## config.mk

```make
export PLATFORM = sky130hd
export DESIGN_NAME = inst_pair_fetch_flat
export DESIGN_NICKNAME = d
export VERILOG_FILES = /design/src/rtl/inst_pair_fetch_if.sv /design/src/rtl/inst_pair_fetch.sv /design/src/flat_wrapper.sv
export SDC_FILE = /design/constraint.sdc
export NUM_CORES = 1
export LEC_CHECK = 0
export CORE_MARGIN = 3
export CORE_UTILIZATION = 44
export DETAILED_ROUTE_END_ITERATION = 12
export HOLD_SLACK_MARGIN = 0.06
export PLACE_DENSITY = 0.69
export SLEW_MARGIN = 0
export SYNTH_ARGS = -nofsm -noshare
export SYNTH_HDL_FRONTEND = slang
export SYNTH_SLANG_ARGS = --single-unit
```

## constraint.sdc

```tcl
create_clock -name clk -period 3.1 [get_ports clk]
set_clock_uncertainty 0.1 [all_clocks]
set_input_delay 0.775 -clock clk [delete_from_list [all_inputs] [get_ports clk]]
set_output_delay 0.775 -clock clk [all_outputs]
set_load 0.005 [all_outputs]
```

## src/rtl/inst_pair_fetch_if.sv

```systemverilog
// Single-word, one-outstanding instruction bus; master = pair fetcher, slave = SRAM-like memory.
interface inst_pair_fetch_if;
    logic        req;
    logic [31:0] addr;
    logic        addr_ok;
    logic        data_ok;
    logic [31:0] rdata;

    modport master (output req, addr, input addr_ok, data_ok, rdata);
    modport slave  (input req, addr, output addr_ok, data_ok, rdata);
endinterface

```

## src/rtl/inst_pair_fetch.sv

```systemverilog
// Instruction pair fetch: reads F_pc and F_pc+4 over the bus and returns both words with per-slot valids.
// Latency: 1 + words*(addr wait + 1 + data wait) cycles; 1 cycle for a misaligned pc or a pair-buffer hit.
// Backpressure: req/addr held until addr_ok; dropping inst_sram_en cancels and drains any accepted read.
// Optional one-entry pair buffer: define INST_PAIR_BUF_EN.
module inst_pair_fetch #(
    parameter int PAGE_BITS = 12
) (
    input  logic              clk,
    input  logic              rst,
    input  logic              inst_sram_en,
    input  logic [31:0]       F_pc,
    output logic              inst_data_ok,
    output logic              inst_data_ok1,
    output logic              inst_data_ok2,
    output logic [31:0]       inst_rdata1,
    output logic [31:0]       inst_rdata2,
    output logic              i_stall,
    inst_pair_fetch_if.master ibus
);

    typedef enum logic [2:0] {IDLE, REQ1, WAIT1, REQ2, WAIT2, DONE, DRAIN} state_t;

    state_t      state;
    logic [31:0] pc_q;
    logic [31:0] pc_next;
    logic [31:0] cap1;
    logic        busy_q;
    logic        slave_ok;
    logic        hit;

    logic        buf_vld;
    logic [31:0] buf_pc;
    logic [31:0] buf_d1;
    logic [31:0] buf_d2;
    logic        buf_ok1;
    logic        buf_ok2;

    // kseg0/kseg1 fold onto the low 512 MB; everything else is already physical.
    function automatic logic [31:0] map_addr(input logic [31:0] a);
        if (a[31:29] == 3'b100 || a[31:29] == 3'b101)
            return {3'b000, a[28:0]};
        return a;
    endfunction

    assign pc_next  = pc_q + 32'd4;
    assign slave_ok = ~(&pc_q[PAGE_BITS-1:2]);
    assign hit      = buf_vld & (F_pc == buf_pc);
    assign i_stall  = busy_q | ((state == IDLE) & rst & inst_sram_en & ~hit);

    always_ff @(posedge clk) begin
        if (!rst) begin
            state         <= IDLE;
            pc_q          <= '0;
            cap1          <= '0;
            busy_q        <= 1'b0;
            ibus.req      <= 1'b0;
            ibus.addr     <= '0;
            inst_data_ok  <= 1'b0;
            inst_data_ok1 <= 1'b0;
            inst_data_ok2 <= 1'b0;
            inst_rdata1   <= '0;
            inst_rdata2   <= '0;
        end else begin
            inst_data_ok <= 1'b0;
            case (state)
                IDLE: begin
                    if (inst_sram_en) begin
                        pc_q <= F_pc;
                        if (F_pc[1:0] != 2'b00) begin
                            state         <= DONE;
                            inst_data_ok  <= 1'b1;
                            inst_data_ok1 <= 1'b0;
                            inst_data_ok2 <= 1'b0;
                        end else if (hit) begin
                            state         <= DONE;
                            inst_data_ok  <= 1'b1;
                            inst_data_ok1 <= buf_ok1;
                            inst_data_ok2 <= buf_ok2;
                            inst_rdata1   <= buf_d1;
                            inst_rdata2   <= buf_d2;
                        end else begin
                            state     <= REQ1;
                            busy_q    <= 1'b1;
                            ibus.req  <= 1'b1;
                            ibus.addr <= map_addr(F_pc);
                        end
                    end
                end
                REQ1, REQ2: begin
                    if (ibus.addr_ok) begin
                        ibus.req <= 1'b0;
                        if (!inst_sram_en) begin
                            state  <= DRAIN;
                            busy_q <= 1'b0;
                        end else begin
                            state <= (state == REQ1) ? WAIT1 : WAIT2;
                        end
                    end else if (!inst_sram_en) begin
                        ibus.req <= 1'b0;
                        state    <= IDLE;
                        busy_q   <= 1'b0;
                    end
                end
                WAIT1, WAIT2: begin
                    if (!inst_sram_en) begin
                        // A read returning in the cancel cycle needs no drain.
                        state  <= ibus.data_ok ? IDLE : DRAIN;
                        busy_q <= 1'b0;
                    end else if (ibus.data_ok) begin
                        if (state == WAIT1 && slave_ok) begin
                            cap1      <= ibus.rdata;
                            state     <= REQ2;
                            ibus.req  <= 1'b1;
                            ibus.addr <= map_addr(pc_next);
                        end else begin
                            state         <= DONE;
                            busy_q        <= 1'b0;
                            inst_data_ok  <= 1'b1;
                            inst_data_ok1 <= 1'b1;
                            if (state == WAIT1) begin
                                inst_rdata1   <= ibus.rdata;
                                inst_data_ok2 <= 1'b0;
                            end else begin
                                inst_rdata1   <= cap1;
                                inst_rdata2   <= ibus.rdata;
                                inst_data_ok2 <= 1'b1;
                            end
                        end
                    end
                end
                DONE: begin
                    state <= IDLE;
                end
                DRAIN: begin
                    if (ibus.data_ok)
                        state <= IDLE;
                end
                default: begin
                    state <= IDLE;
                end
            endcase
        end
    end

`ifdef INST_PAIR_BUF_EN
    logic cancel;

    assign cancel = ~inst_sram_en &
                    ((state == REQ1) | (state == WAIT1) | (state == REQ2) | (state == WAIT2));

    // ok1 is set only by a bus read (or a prior hit), so it marks pairs worth keeping.
    always_ff @(posedge clk) begin
        if (!rst) begin
            buf_vld <= 1'b0;
            buf_pc  <= '0;
            buf_d1  <= '0;
            buf_d2  <= '0;
            buf_ok1 <= 1'b0;
            buf_ok2 <= 1'b0;
        end else if (cancel) begin
            buf_vld <= 1'b0;
        end else if (state == DONE && inst_data_ok1) begin
            buf_vld <= 1'b1;
            buf_pc  <= pc_q;
            buf_d1  <= inst_rdata1;
            buf_d2  <= inst_rdata2;
            buf_ok1 <= inst_data_ok1;
            buf_ok2 <= inst_data_ok2;
        end
    end
`else
    assign buf_vld = 1'b0;
    assign buf_pc  = '0;
    assign buf_d1  = '0;
    assign buf_d2  = '0;
    assign buf_ok1 = 1'b0;
    assign buf_ok2 = 1'b0;
`endif

endmodule

```

## src/flat_wrapper.sv

```systemverilog
// flat-port wrapper written by rule: the top's interface ports become plain ports
module inst_pair_fetch_flat 
#(
    parameter int PAGE_BITS = 12
)
  (clk, rst, inst_sram_en, F_pc, inst_data_ok, inst_data_ok1, inst_data_ok2, inst_rdata1, inst_rdata2, i_stall, ibus_req, ibus_addr, ibus_addr_ok, ibus_data_ok, ibus_rdata);
  inst_pair_fetch_if ibus_i ();
  input  logic clk;
  input  logic rst;
  input  logic inst_sram_en;
  input  logic [31:0] F_pc;
  output logic inst_data_ok;
  output logic inst_data_ok1;
  output logic inst_data_ok2;
  output logic [31:0] inst_rdata1;
  output logic [31:0] inst_rdata2;
  output logic i_stall;
  output wire logic [$bits(ibus_i.req)-1:0] ibus_req;
  output wire logic [$bits(ibus_i.addr)-1:0] ibus_addr;
  input wire logic [$bits(ibus_i.addr_ok)-1:0] ibus_addr_ok;
  input wire logic [$bits(ibus_i.data_ok)-1:0] ibus_data_ok;
  input wire logic [$bits(ibus_i.rdata)-1:0] ibus_rdata;
  assign ibus_req = ibus_i.req;
  assign ibus_addr = ibus_i.addr;
  assign ibus_i.addr_ok = ibus_addr_ok;
  assign ibus_i.data_ok = ibus_data_ok;
  assign ibus_i.rdata = ibus_rdata;
  inst_pair_fetch #(.PAGE_BITS(PAGE_BITS)) u_core (.clk(clk), .rst(rst), .inst_sram_en(inst_sram_en), .F_pc(F_pc), .inst_data_ok(inst_data_ok), .inst_data_ok1(inst_data_ok1), .inst_data_ok2(inst_data_ok2), .inst_rdata1(inst_rdata1), .inst_rdata2(inst_rdata2), .i_stall(i_stall), .ibus(ibus_i));
endmodule
```

==> metrics.cfg <==
[worst_hold_path]
min_from=u_core.inst_rdata2[12]$_SDFFE_PN0P_
min_path_type=reg -> reg
holdPathStages=2
worstHoldEndpoint=u_core.inst_rdata2[12]$_SDFFE_PN0P_

[cts]
clockBufferDepth=2
postCtsSetupRepairBufs=0
cts_tree=done
post_cts_resized=0
cts_inserted_buffers=17
clock-sinks=168
hold_buffers=0
h-tree-depth=4
clk_latency_ps=430
cts.clk_slew.worst_paths_ps=70
cts_root_buf=clkbuf_16

[floorplan]
die_w_um=136
initial_core_util_pct=45.9
io_pins=170
core_area_mm2=0.0162
die_area_mm2=0.0185
die-height_um=136
fp-row-count=46

[yosys]
synthArstFlopShare_pct=0
dominantRegCellSynth=dfxtp_1
yosysTopAreaCell=dfxtp_1
synth_top_area_share_pct=45.2
synth_area_mm2=0.00745
synth_cells=907
syn_nets=977
yosysSeqAreaShare_pct=45.2
avgSynthCellArea_um2=8.21
synth_warnings=0
ys_types=50
ys_top_cells_by_area=dfxtp_1 (45%), nand2_1 (13%), a21oi_1 (5.8%), mux2i_1 (5.2%), o211a_1 (3.8%)
synth-edff-count=0
ys_seq_elements=168

[sta]
setup-violations-final=0
final.period_utilization_pct=89.4
hold-worst-slack_ps=352
setup-tns-final_ps=0
rsz0062_at_grt=false
maxSlewViolCount=0
max-slew-margin-rel_pct=43.4
worstMarginPinSlew_ps=849
final_hold_viol_count=0
post-route-min-period_ps=2770
max_clock_freq_ghz=0.361

[grt]
first_global_vias=6288
track_usage_pct=21.4
grt_pass1_wl_um=31700
grt-ovfl-total=0
antenna_found_initial=0
grt_use_met3_pct=5.37
top_usage_layer=met2
globalRouteMet1Util_pct=28.5
grtUsageMet2_pct=34.1
grt_start_max_net_pins=85

[power_and_ir_drop]
finalPower_mw=5.74
vdd_ir_drop_max_mv=0.394
p_leak_nw=3.91
powerDensity_mw_per_mm2=584

[worst_setup_path]
r2r_start=u_core.state[1]$_SDFFE_PN0P_
path_class=in -> out
max_stage_delay_ps=500
path_max_fanout=2
reg2reg_depth=7
reg2reg_to=u_core.inst_data_ok$_SDFF_PN0_
r2r_setup_slack_ps=620
critPathArrivalTime_ps=1900
crit_buf_inv=2
cp-end-kind=primary output
cp.required_ps=2220
cp_top_family=buffers and inverters
cpMaxStageDelayCell=clkdlybuf4s50_1
startpoint_type=primary input
crit_chain=clkdlybuf4s50_1 -> nand2b_1 -> nor3_2 -> a21o_1 -> dlymetal6s2s_1

[detailed_routing]
initialDrtViolationCount=500
postRouteAntennaNets=0
via_per_inst=5.26
route.vias.total=6674
dr.pass1.iters=5
post-route-drc-count=0
wl_um=19600
routedWlPerCell_um=15.5

[finish]
fin_nets=1110
n_antenna_cell=0
fin_cells=1269
fillers=1463
multi_input_area_mm2=0.00375
final_core_util_pct=60.6
syn_to_final_growth_pct=32.2
drive_gt1_share_pct=5.79
seq_area_mm2=0.00336

[flow_run]
cap_violations=0

[outcome]
outcome=finished, final reports clean

[placed_design]
gp_congestion=0.825
placed_cells=1237
dpl.hpwl_um=12800
portBuffers=169

layout make-up:
class	count	share of cell area [%]
flip-flops and latches	168	34.2
repair buffers	191	19.1
inverters	3	0.114
multi-input cells	659	38.1
clock inverters	12	1.20
well taps	216	2.75
clock buffers	20	4.54
registers in the layout (all words and copies together), names as in the netlist, 3 cells and up:
| register | cells |
|---|---|
| u_core.cap1 | 32 |
| u_core.ibus.addr | 32 |
| u_core.inst_rdata1 | 32 |
| u_core.inst_rdata2 | 32 |
| u_core.pc_q | 32 |
| u_core.state | 3 |
kinds of logic after synthesis:
family                   Yosys count  synth area share (%)
AO/OA/AOI/OAI                    215                  19.7
AND/OR/NAND/NOR                  375                  21.5
flip-flops                       168                  45.2
multiplexers                      39                  5.24
XOR/XNOR                          28                  3.29
buffers and inverters             80                  4.77
adder cells (fa/ha/maj)            2                 0.302
how the worst max path moves through the flow:
stage	start	depth (start not counted)	endpoint	slack, ps
floorplan	inst_sram_en	4	i_stall	480
global placement	inst_sram_en	5	i_stall	1
detailed placement	inst_sram_en	5	i_stall	20
CTS	inst_sram_en	5	i_stall	6
global route	inst_sram_en	5	i_stall	260
finish	inst_sram_en	5	i_stall	330
worst min-delay path, stage by stage, from the launching register on:
cell      delay, ps
dfxtp_1         310
nand2_1          50
a21boi_1         50
per-layer routing:
layer | vias up | wire, µm
met5 | - | 0
met4 | 0 | 261
met3 | 18 | 1120
met2 | 166 | 9040
met1 | 3118 | 9210
li1 | 3372 | -
stage by stage:
stage	cell area, µm²	setup WS (ps)
global placement	9280	1.13
finish	9840	328
CTS	9840	5.72
floorplan	7450	480
detailed placement	9280	20.1
global route	9840	265
cells in the mapped netlist (all sizes together), types with 2 or more instances:
cell,n
o21ai,18
or3,2
mux2i,39
o21a,2
o2111ai,2
xor2,14
a21boi,39
nand2,249
nor2b,3
xnor2,14
nand3,21
buf,34
and2,2
a21oi,86
dfxtp,168
nand2b,5
nand4,10
nor2,50
a211oi,15
a311oi,4
o31ai,2
o2111a,2
and4,7
nor3,10
inv,3
a31oi,5
clkbuf,43
a211o,7
and3,10
o211a,28
layout by cell type, fill, tap and decap left out, drive strengths merged, types with 14 or more instances in the layout:
cell	instances
mux2i	39
o21ai	18
nand3	21
xor2	14
a211oi	15
buf	23
nand2	249
a21oi	86
clkdlybuf4s50	167
clkbuf	20
a21boi	39
dfxtp	168
xnor2	14
o211a	28
nor2	50
where the power goes:
part	internal [mW]	switching, mW
Sequential	2.33	0.129
Clock	1.14	0.899
Combinational	0.591	0.653
Note: power is estimated with default switching activity, not from simulation.
